**config.mk**
```make
export PLATFORM = sky130hd
export DESIGN_NAME = incr_nx3_pipe_flat
export DESIGN_NICKNAME = d
export VERILOG_FILES = /design/src/rtl/incr_nx3_pipe_if.sv /design/src/rtl/incr_nx3_pipe.sv /design/src/flat_wrapper.sv
export SDC_FILE = /design/constraint.sdc
export NUM_CORES = 1
export LEC_CHECK = 0
export ABC_AREA = 1
export CORE_ASPECT_RATIO = 0.75
export CORE_MARGIN = 2
export CORE_UTILIZATION = 50
export CTS_CLUSTER_SIZE = 10
export DETAILED_ROUTE_END_ITERATION = 8
export PLACE_DENSITY = 0.76
export SLEW_MARGIN = 10
export SYNTH_ARGS = -nofsm -noshare
export SYNTH_HDL_FRONTEND = slang
export SYNTH_SLANG_ARGS = --single-unit
```
**constraint.sdc**
```tcl
create_clock -name clk -period 1.44 [get_ports clk]
set_clock_uncertainty 0.15 [all_clocks]
set_input_delay 0.288 -clock clk [delete_from_list [all_inputs] [get_ports clk]]
set_output_delay 0.288 -clock clk [all_outputs]
set_load 0.05 [all_outputs]
```
**src/rtl/incr_nx3_pipe_if.sv**
```systemverilog
// Valid/ready operand and result channels of the pipelined N x 3-bit incrementor.
// The slave modport is the incrementor side; the master modport is the producer/consumer side.
interface incr_nx3_pipe_if #(
    parameter int W = 12
);
    logic         in_valid;
    logic         in_ready;
    logic [W-1:0] in_data;
    logic         out_valid;
    logic         out_ready;
    logic [W-1:0] out_data;
    logic         out_carry;

    modport master (
        output in_valid, in_data, out_ready,
        input  in_ready, out_valid, out_data, out_carry
    );

    modport slave (
        input  in_valid, in_data, out_ready,
        output in_ready, out_valid, out_data, out_carry
    );
endinterface

```
**src/rtl/incr_nx3_pipe.sv**
```systemverilog
// Two-stage pipelined incrementor built from 3-bit slices: stage 1 registers per-slice
// incremented/raw values and all-ones flags, stage 2 picks each slice via a prefix-AND carry.
module incr_nx3_pipe #(
    parameter int SLICES = 4
) (
    input logic            clk,
    input logic            rst,
    incr_nx3_pipe_if.slave bus
);
    localparam int W = 3 * SLICES;

    function automatic logic [2:0] incr3(input logic [2:0] x);
        return x + 3'd1;
    endfunction

    logic [W-1:0]      inc_p1;
    logic [W-1:0]      raw_p1;
    logic [SLICES-1:0] ones_p1;
    logic              vld_p1;

    logic [W-1:0]      data_p2;
    logic              carry_p2;
    logic              vld_p2;

    logic              s2_ready;
    logic              in_ready;
    logic              load_p1;
    logic              load_p2;

    logic [SLICES-1:0] sel;
    logic [W-1:0]      sum;
    logic              wrap;

    assign s2_ready = ~vld_p2 | bus.out_ready;
    assign in_ready = ~vld_p1 | s2_ready;
    assign load_p1  = bus.in_valid & in_ready;
    assign load_p2  = vld_p1 & s2_ready;

    assign bus.in_ready  = in_ready;
    assign bus.out_valid = vld_p2;
    assign bus.out_data  = data_p2;
    assign bus.out_carry = carry_p2;

    // Stage 1: per-slice increment, pass-through and all-ones flag
    always_ff @(posedge clk or posedge rst) begin
        if (rst) begin
            inc_p1  <= '0;
            raw_p1  <= '0;
            ones_p1 <= '0;
            vld_p1  <= 1'b0;
        end else begin
            // When in_ready is high stage 1 is either empty or draining this edge
            if (in_ready) begin
                vld_p1 <= bus.in_valid;
            end
            if (load_p1) begin
                for (int k = 0; k < SLICES; k++) begin
                    inc_p1[3*k +: 3] <= incr3(bus.in_data[3*k +: 3]);
                    raw_p1[3*k +: 3] <= bus.in_data[3*k +: 3];
                    ones_p1[k]       <= &bus.in_data[3*k +: 3];
                end
            end
        end
    end

    // Carry-select: slice k increments only if every lower slice is all ones
    always_comb begin
        sel    = '0;
        sel[0] = 1'b1;
        for (int k = 1; k < SLICES; k++) begin
            sel[k] = sel[k-1] & ones_p1[k-1];
        end
        sum = '0;
        for (int k = 0; k < SLICES; k++) begin
            sum[3*k +: 3] = sel[k] ? inc_p1[3*k +: 3] : raw_p1[3*k +: 3];
        end
        wrap = sel[SLICES-1] & ones_p1[SLICES-1];
    end

    // Stage 2: output registers
    always_ff @(posedge clk or posedge rst) begin
        if (rst) begin
            data_p2  <= '0;
            carry_p2 <= 1'b0;
            vld_p2   <= 1'b0;
        end else begin
            if (s2_ready) begin
                vld_p2 <= vld_p1;
            end
            if (load_p2) begin
                data_p2  <= sum;
                carry_p2 <= wrap;
            end
        end
    end
endmodule

```
**src/flat_wrapper.sv**
```systemverilog
// flat-port wrapper written by rule: the top's interface ports become plain ports
module incr_nx3_pipe_flat 
#(
    parameter int SLICES = 4
)
  (clk, rst, bus_in_valid, bus_in_data, bus_out_ready, bus_in_ready, bus_out_valid, bus_out_data, bus_out_carry);
  incr_nx3_pipe_if #(.W((3 * SLICES))) bus_i ();
  input logic clk;
  input logic rst;
  input wire logic [$bits(bus_i.in_valid)-1:0] bus_in_valid;
  input wire logic [$bits(bus_i.in_data)-1:0] bus_in_data;
  input wire logic [$bits(bus_i.out_ready)-1:0] bus_out_ready;
  output wire logic [$bits(bus_i.in_ready)-1:0] bus_in_ready;
  output wire logic [$bits(bus_i.out_valid)-1:0] bus_out_valid;
  output wire logic [$bits(bus_i.out_data)-1:0] bus_out_data;
  output wire logic [$bits(bus_i.out_carry)-1:0] bus_out_carry;
  assign bus_i.in_valid = bus_in_valid;
  assign bus_i.in_data = bus_in_data;
  assign bus_i.out_ready = bus_out_ready;
  assign bus_in_ready = bus_i.in_ready;
  assign bus_out_valid = bus_i.out_valid;
  assign bus_out_data = bus_i.out_data;
  assign bus_out_carry = bus_i.out_carry;
  incr_nx3_pipe #(.SLICES(SLICES)) u_core (.clk(clk), .rst(rst), .bus(bus_i));
endmodule
```
==> summary.md <==
| Metric | Value |
|---|---|
| First-pass iteration count of the detailed router | `4` |
| Final Hold Viols | `0` |
| Core Area | `3590 µm²` |
| Average via count per standard cell | `4.77` |
| Slew Limit Fails | `0` |
| CTS Buf Count | `5` |
| H-tree levels | `2` |
| Ports | `31` |
| Worst-path fanout max | `3` |
| Critical path class | `reg -> out` |
| Hold slack final | `~0.038 ns` |
| Actual slew at the worst max-slew pin | `0.290 ns` |
| Crit path capture type | `output port` |
| Syn Area/Cell | `8.67 µm²` |
| Initial Util | `51.2%` |
| Finish-stage setup viols | `0` |
| Grt ovf | `0` |
| Clk pwr share | `21.5%` |
| Fin crit share | `between 90 and 100%` |
| Flop pwr share | `between 40% and 50%` |
| P_leak | `1.30 nW` |
| CP arrival | `0.98 ns` |
| Clock tree root driver cell | `clkbuf_8` |
| Pwr dens | `about 1400 nW/µm²` |
| Gpl congestion | `0.800` |
| Hold Crit Class | `in -> async` |
| Gate power share | `36.0%` |
| Synth unique cells | `19` |
| Number of buffers added on ports | `30` |
| Yosys warns | `0` |
| Via count | `between 1000 and 1500` |
| Worst reg2reg path depth | `6` |
| Fraction of layout cells with a size suffix above 1 | `17.4%` |
| Vias in the first global route | `1299` |
| EDFF count, synth | `0` |
| Tot Pwr | `roughly 0.0035 W` |
| Die area | `4180 µm²` |
| Tot GR Track Use | `20.3%` |
| CTS Hold Bufs | `0` |
| Clk slew on worst S/H paths | `roughly 0.070 ns` |
| First-pass GRT wire length | `between 6000 and 7000 µm` |
| Clock latency on the worst-skew pair | `0.29 ns` |
| Antenna Nets Post-Route | `0` |
| TritonCTS clock tree | `yes` |
| Switching power | `about 0.0012 W` |
| N_diodes | `0` |
| Sw Ratio | `between 30% and 40%` |
| CP startpoint kind | `flop` |
| Clock Path Buffers | `2` |
| Synthesized Nets | `236` |
| Origin of the worst setup path | `u_core.bus.out_valid$_DFFE_PP0P_` |
| Synth Flop Type | `dfrtp_1` |
| P&R area growth vs syn | `35.5%` |
| #FFs+latches synth | `40` |
| Commonest non-fill, non-tap cells in the layout | `nand2_1 (98), dfrtp_1 (38), nand3_1 (27)` |
| Slew HR | `80.7%` |
| Die H | `56.5 µm` |
| Fin nets | `276` |
| Most common cell after layout, fill and taps aside | `nand2_1` |
| Synth Instances | `212` |
| Per-cell routed wire length | `about 12 µm` |
| FFs w/ async S/R, synth | `100%` |
| Status | `completed` |
| Routed wire length | `3580 µm` |
| Die Width | `between 70 and 80 µm` |
| Antenna violations before repair | `0` |
| Max Cap Violations | `0` |
| Maximum vdd ir drop | `roughly 0.88 mV` |
| Clock sinks | `40` |
| Fmax | `~710 MHz` |
| Pin count of the biggest net entering global routing | `38` |
| DRC | `0` |
| Detail Placement HPWL | `about 2600 µm` |
| Sequential element share of the synthesized area | `54.5%` |
| RSZ-0062 raised after global routing | `true` |
| Syn Std Cell Area | `approximately 1800 µm²` |
| # rows | `19` |
| Iter 0 DRT Violations | `78` |
| Reg-to-Reg Start | `u_core.bus.out_valid$_DFFE_PP0P_` |
| Internal power | `0.00231 W` |
| Crit path time final | `1.41 ns` |
| CP required | `1.00 ns` |
==> state kept, by name (all words and copies together) (netlist names) <==
register,flops
u_core.bus.out_valid,1
u_core.bus.out_carry,1
u_core.raw_p1,9
u_core.vld_p1,1
u_core.ones_p1,4
u_core.bus.out_data,12
u_core.inc_p1,12
==> layer usage <==
metal / GRT usage (%) / wire, µm
met3: 8.08 / 209
met4: 4.68 / 0
met5: 0 / 0
met2: 25.5 / 1540
met1: 32.4 / 1820
==> final timing paths <==
path	slack, ns	endpoint
worst min-delay path	0.04	u_core.bus.out_data[5]$_DFFE_PP0P_
worst max-delay path	0.03	bus_in_ready
min in group clk	0.32	u_core.raw_p1[4]$_DFFE_PP0P_
worst min register to register	0.32	u_core.raw_p1[4]$_DFFE_PP0P_
worst max register to register	0.10	u_core.bus.out_carry$_DFFE_PP0P_
max in group asynchronous	0.66	u_core.ones_p1[0]$_DFFE_PP0P_
==> critical path, stage by stage (launching register included) <==
cell and delay (ns):
dfrtp_2 0.45, nand3_4 0.09, buf_12 0.14
==> logic make-up after synthesis <==
logic type               synth area share, %
AO/OA/AOI/OAI                           2.38
adder cells (fa/ha/maj)                 5.45
buffers and inverters                   6.67
flip-flops                              54.5
AND/OR/NAND/NOR                         31.0
==> synth_stat cells, types with 2 or more instances <==
library cell | instances | share of area (%)
buf_2 | 5 | 1.4
nand4_1 | 3 | 1.0
nand3_1 | 27 | 7.4
buf_6 | 3 | 1.8
dfrtp_1 | 40 | 54
o21ai_1 | 3 | 0.82
o21ai_0 | 4 | 1.1
nand2_1 | 98 | 20
buf_4 | 2 | 0.82
ha_1 | 8 | 5.4
inv_1 | 11 | 2.2
==> area by class of cell <==
| class | count | area (µm²) |
|---|---|---|
| fill | 282 | 1100 |
| tap | 52 | 65.1 |
| clock buffer | 8 | 90.1 |
| multi-input combinational | 149 | 719 |
| inverter | 12 | 45.0 |
| sequential | 40 | 1000 |
| timing repair buffer | 44 | 567 |
==> per-stage QoR <==
step / TNS [ns] / std cells / instance area, µm² / utilization [%] / setup WS (ns)
2_1_floorplan: -0.000313 / 212 / 1840 / - / -0.000313
3_3_place_gp: -5.51 / 294 / 2370 / 66.1 / -0.182
3_5_place_dp: -6.74 / 294 / 2370 / 66.1 / -0.223
4_1_cts: 0 / 305 / 2480 / 69.2 / 0.0101
5_1_grt: -0.0170 / 305 / 2490 / 69.4 / -0.0170
6_report: 0 / 305 / 2490 / 69.4 / 0.0266
==> power groups by stage <==
stage	sequential (W)	combinational, W	clock (W)
finish	0.00151	0.00127	0.000762
global route	0.00153	0.00137	0.000834
CTS	0.00151	0.00128	0.000781
detailed placement	0.00153	0.00126	0
global placement	0.00153	0.00125	0
floorplan	0.00180	0.000361	0
==> timing repair <==
action                     CTS  global route
gates resized for setup      2             2
buffers inserted             3             0
pin swaps                    1             0
setup endpoints to repair    1             4
No activity file was read; power rests on OpenSTA's default activity.
